===== src/rtl/player_input_ctrl.sv =====
// Merges HPS keyboard and joystick inputs into registered player/service controls with coin stretching.
// Keyboard decode is built only when PLAYER_INPUT_CTRL_KEYBOARD_EN is defined.
module player_input_ctrl #(
  parameter logic [19:0] COIN_CYCLES = 20'd500000
) (
  input  logic        clk,
  input  logic        rst_n,
  input  logic [10:0] ps2_key,
  input  logic [31:0] joystick_0,
  input  logic [31:0] joystick_1,
  output logic [9:0]  p1,
  output logic [9:0]  p2,
  output logic [1:0]  service
);

  // Loading COIN_CYCLES-1 gives COIN_CYCLES high cycles including the raw-coin cycle.
  localparam logic [19:0] COIN_LOAD = (COIN_CYCLES == 20'd0) ? 20'd0 : (COIN_CYCLES - 20'd1);

  logic [9:0] kb_p1;
  logic [9:0] kb_p2;
  logic [1:0] kb_srv;

`ifdef PLAYER_INPUT_CTRL_KEYBOARD_EN
  logic [9:0] key1_q, key1_d;
  logic [8:0] key2_q, key2_d;
  logic [1:0] ksrv_q, ksrv_d;
  logic       tgl_q, tgl_d;
  logic       armed_q, armed_d;
  logic       key_event;
  logic       unused_kb;

  // armed_q holds off decode for the first clock after reset while tgl_q captures the strobe.
  always_comb begin
    key1_d    = key1_q;
    key2_d    = key2_q;
    ksrv_d    = ksrv_q;
    tgl_d     = ps2_key[10];
    armed_d   = 1'b1;
    key_event = armed_q && (ps2_key[10] != tgl_q);
    if (key_event) begin
      case (ps2_key[7:0])
        8'h74: key1_d[0] = ps2_key[9];
        8'h6B: key1_d[1] = ps2_key[9];
        8'h72: key1_d[2] = ps2_key[9];
        8'h75: key1_d[3] = ps2_key[9];
        8'h14: key1_d[4] = ps2_key[9];
        8'h11: key1_d[5] = ps2_key[9];
        8'h29: key1_d[6] = ps2_key[9];
        8'h16: key1_d[7] = ps2_key[9];
        8'h2E: key1_d[8] = ps2_key[9];
        8'h4D: key1_d[9] = ps2_key[9];
        8'h34: key2_d[0] = ps2_key[9];
        8'h23: key2_d[1] = ps2_key[9];
        8'h2B: key2_d[2] = ps2_key[9];
        8'h2D: key2_d[3] = ps2_key[9];
        8'h1C: key2_d[4] = ps2_key[9];
        8'h1B: key2_d[5] = ps2_key[9];
        8'h15: key2_d[6] = ps2_key[9];
        8'h1E: key2_d[7] = ps2_key[9];
        8'h36: key2_d[8] = ps2_key[9];
        8'h46: ksrv_d[0] = ps2_key[9];
        8'h45: ksrv_d[1] = ps2_key[9];
        default: ;
      endcase
    end
  end

  always_ff @(posedge clk or negedge rst_n) begin
    if (!rst_n) begin
      key1_q  <= '0;
      key2_q  <= '0;
      ksrv_q  <= '0;
      tgl_q   <= 1'b0;
      armed_q <= 1'b0;
    end else begin
      key1_q  <= key1_d;
      key2_q  <= key2_d;
      ksrv_q  <= ksrv_d;
      tgl_q   <= tgl_d;
      armed_q <= armed_d;
    end
  end

  assign kb_p1     = key1_q;
  assign kb_p2     = {1'b0, key2_q};
  assign kb_srv    = ksrv_q;
  assign unused_kb = ps2_key[8];
`else
  logic unused_kb;
  assign kb_p1     = '0;
  assign kb_p2     = '0;
  assign kb_srv    = '0;
  assign unused_kb = &{1'b0, ps2_key};
`endif

  logic [9:0]       raw1, raw2;
  logic [1:0]       raw_coin, coin_out;
  logic [1:0]       coin_prev_q, coin_prev_d;
  logic [1:0][19:0] cnt_q, cnt_d;
  logic [9:0]       p1_q, p1_d, p2_q, p2_d;
  logic [1:0]       service_q, service_d;
  logic             unused_joy;

  assign raw1       = kb_p1 | joystick_0[9:0];
  assign raw2       = kb_p2 | joystick_1[9:0];
  assign raw_coin   = {raw2[8], raw1[8]};
  assign unused_joy = &{1'b0, joystick_0[31:11], joystick_1[31:11]};

  // A rising raw coin reloads even mid-stretch, so a retrigger never opens a gap.
  always_comb begin
    cnt_d       = cnt_q;
    coin_out    = '0;
    coin_prev_d = raw_coin;
    for (int i = 0; i < 2; i++) begin
      if (raw_coin[i] && !coin_prev_q[i]) begin
        cnt_d[i] = COIN_LOAD;
      end else if (cnt_q[i] != 20'd0) begin
        cnt_d[i] = cnt_q[i] - 20'd1;
      end
      coin_out[i] = raw_coin[i] | (cnt_q[i] != 20'd0);
    end
    p1_d      = raw1;
    p1_d[8]   = coin_out[0];
    p2_d      = raw2;
    p2_d[8]   = coin_out[1];
    service_d = {kb_srv[1] | joystick_1[10], kb_srv[0] | joystick_0[10]};
  end

  always_ff @(posedge clk or negedge rst_n) begin
    if (!rst_n) begin
      cnt_q       <= '0;
      coin_prev_q <= '0;
      p1_q        <= '0;
      p2_q        <= '0;
      service_q   <= '0;
    end else begin
      cnt_q       <= cnt_d;
      coin_prev_q <= coin_prev_d;
      p1_q        <= p1_d;
      p2_q        <= p2_d;
      service_q   <= service_d;
    end
  end

  assign p1      = p1_q;
  assign p2      = p2_q;
  assign service = service_q;

endmodule


===== config.mk =====
export PLATFORM = sky130hd
export DESIGN_NAME = player_input_ctrl
export DESIGN_NICKNAME = d
export VERILOG_FILES = /design/src/rtl/player_input_ctrl.sv
export SDC_FILE = /design/constraint.sdc
export NUM_CORES = 1
export LEC_CHECK = 0
export BUFFER_PORTS_ARGS = -buffer_cell sky130_fd_sc_hd__buf_2
export CAP_MARGIN = 0
export CORE_UTILIZATION = 45
export DETAILED_ROUTE_END_ITERATION = 8
export GPL_ROUTABILITY_DRIVEN = 0
export GPL_TIMING_DRIVEN = 0
export PLACE_DENSITY = 0.72
export SLEW_MARGIN = 20
export SYNTH_ARGS = -nofsm -noshare
export SYNTH_HDL_FRONTEND = slang
export SYNTH_SLANG_ARGS = --single-unit

===== constraint.sdc =====
create_clock -name clk -period 3.4 [get_ports clk]
set_clock_uncertainty 0.1 [all_clocks]
set_input_delay 0.68 -clock clk [delete_from_list [all_inputs] [get_ports clk]]
set_output_delay 0.68 -clock clk [all_outputs]
set_load 0.02 [all_outputs]

==> impl_results.md <==
* Grt total ovfl at 0
* Synth Area in Adders at 1.68%
* Max Fclk at just under 0.4 GHz
* Kind of critical path: register to register
* Max_slew headroom at 46.9%
* Vias/cell at 5.78
* Proportion of layout cells with a drive suffix above 1 at 23.1%
* CP startpoint kind: register
* Crit-path max FO at 10
* RR Startpoint: cnt_q[0]
* Number of global-route vias before repair at 2355
* Post_cts resized at 0
* Worst-path clk slew at roughly 80 ps
* DRT iter0 DRCs at 158
* CTS Sinks at 64
* Number of unique standard cell types used by synthesis at 46
* Num CTS Buffers at 9
* Start point of the critical path: cnt_q[0]
* Power density cells at a little over 500 nW/µm²
* Synth area leaders: dfrtp_1 (54%), a21oi_1 (3.2%), o31ai_1 (2.8%), or4_1 (2.8%), o21ai_0 (2.5%)
* Rows at 29
* Detailed Place HPWL at 4480 µm
* Main combinational cell family by area after synthesis: simple AND/OR/NAND/NOR gates
* Clk_lat worst skew at between 300 and 400 ps
* Max rail drop VDD at 0.420 mV
* Routed vias at 2392
* Die extent in x at around 83 µm
* Routed WL at 6490 µm
* Final period util at around 74%
* Async set-reset flop share out of synthesis at 100%
* Worst setup EP type: register
* Post-Synth Simple-Gate Area at 25.2%
* Post-CTS setup buffers at 0
* Detail Route Antenna Nets at 0
* Clock power frac at 41.9%
* Req. time, crit path at approximately 3500 ps
* Max Transition Viols Final at 0
* Most frequent cell after synthesis: dfrtp_1
* XOR/XNOR Fraction of Synth Area at 0%
* Post-route setup slack at 882 ps
* H-Tree Depth at 3
* Hold Crit Class: input pin to asynchronous set/reset pin
* R2R depth at 7
* Sw Ratio at 27.8%
* Number of remaining DRC errors at 0
* Placement Setup Slack at slightly below 900 ps
* Mux share of post-synthesis cell area at 1.68%
* Post-synth EDFFs at 0
* # IOs at between 90 and 100
* Dpl cell area at 3310 µm²
* Clock tree from TritonCTS: done
* Pin count of the biggest net entering global routing at 65
* Unrepaired setup endpoints after global routing: no
* CP arrival at around 2600 ps
* Design area at 3540 µm²
* First-pass GRT wire length at 11300 µm
* Mapped Cells at between 200 and 300
* CTS Root Buffer Type: clkbuf_8
* CTS Hold Buffers Added at 0
* Longest Clk Path Bufs at 2
* Drt first pass iters at 4
* Post-synthesis sequential area ratio at between 50% and 60%
* Top cells by count, synth: dfrtp_1 (64), a21oi_1 (19), o21ai_0 (15)
* Initial Util at 46.7%
* Synthesis warning total at 0
* Core Area at 6390 µm²
* Avg Inst Size Synth at 10.8 µm²
* Leakage power at 1.38 nW
* Port Buf Inserts at 45
* Post-synthesis compound-gate area fraction at 15.3%
* Sw Pwr at approximately 0.00050 W
* N_diodes at 0
* Main synth FF type: dfrtp_1
* Die height at between 80 and 90 µm
* Worst slew pin tran at 797 ps
* GRT Util Overall at 20.4%
* Cell Area, Synth at 2990 µm²
* Area Growth Syn to Fin at 18.4%
* Comb pwr share at about a tenth
* Synthesized Nets at around 360
* Register bit count reported by yosys at 64
* Final nets at 413
* Flop pwr share at 48.0%
* Final TNS setup at 0 ps
* Fin crit period at 2520 ps
* Die area at 6960 µm²
* Yosys top cell area share at a little over half
* Max-Cap Viols at 0
* Initial antenna violation count at 0
* Largest area contributor in the netlist: dfrtp_1
* Avg WL per Cell at roughly 16 µm
* Final setup fails at 0
* Hold Fails Final Rpt at 0
* Outcome: completed
* Pint at 0.00130 W
[flip-flops by register name, summed over array words and instances, names as in the netlist]
signal	flops
cnt_q	40
service	2
p1	10
p2	10
coin_prev_q	2
[layer usage]
layer | share of wire, % | up-vias | track usage, %
li1 | - | 1181 | -
met1 | 50 | 1159 | 28.5
met2 | 46 | 44 | 30.6
met3 | 3.3 | 8 | 4.95
met4 | 1.3 | 0 | 8.47
met5 | 0 | - | 0
[power groups by stage]
stage / logic (W) / registers, W / clock network [W]
after global placement: 0.000174 / 0.000875 / 0
after floorplan: 0.0000984 / 0.000882 / 0
after CTS: 0.000183 / 0.000861 / 0.000761
after detailed placement: 0.000183 / 0.000875 / 0
final: 0.000182 / 0.000862 / 0.000753
after global routing: 0.000207 / 0.000869 / 0.000796
[final timing paths]
| path | endpoint | slack, ps |
|---|---|---|
| max in group asynchronous | p1[2] | 2360 |
| min in group clk | p2[5] | 330 |
| setup / recovery | cnt_q[3] | 880 |
| setup reg to reg | cnt_q[3] | 880 |
| hold / removal | cnt_q[31] | 290 |
| hold reg to reg | cnt_q[19] | 460 |
[metrics by stage]
stage	hold slack, ps	util, %	power [W]	instances
6_report	295	55.4	0.00180	414
5_1_grt	314	55.4	0.00187	414
4_1_cts	326	55.4	0.00180	414
3_5_place_dp	441	51.8	0.00106	398
3_3_place_gp	432	51.8	0.00105	398
2_1_floorplan	284	-	0.000980	276
[cells in the final DEF (no fill, tap or decap), drive strengths merged, types with 8 or more instances in the layout]
| cell type | instances |
|---|---|
| nor4 | 13 |
| dfrtp | 64 |
| clkbuf | 14 |
| buf | 50 |
| inv | 9 |
| a21oi | 19 |
| or3 | 9 |
| nand3 | 11 |
| nand2 | 12 |
| nand2b | 8 |
| o31ai | 11 |
| o21ai | 16 |
| nor3 | 9 |
| nor2 | 15 |
| or4 | 14 |
[layout make-up]
cell class	instances	area, µm²
tap	77	96.3
sequential	64	1600
clock inverter	7	103
multi-input combinational	195	1310
clock buffer	9	124
inverter	7	26.3
timing repair buffer	45	228
buffer	10	48.8
fill	583	2850
[kinds of logic after synthesis]
kind of cell | count (synthesis)
buffers and inverters | 17
flip-flops | 64
AO/OA/AOI/OAI | 71
adder cells (fa/ha/maj) | 4
AND/OR/NAND/NOR | 115
multiplexers | 5
[worst max-delay path: stages, from the launching register on]
cell      delay, ps
dfrtp_1         420
inv_1           120
ha_1            160
nor4b_1         560
nand4_1         260
buf_2           260
nor2_1          350
o211ai_1        140
Note: power is estimated with default switching activity, not from simulation.
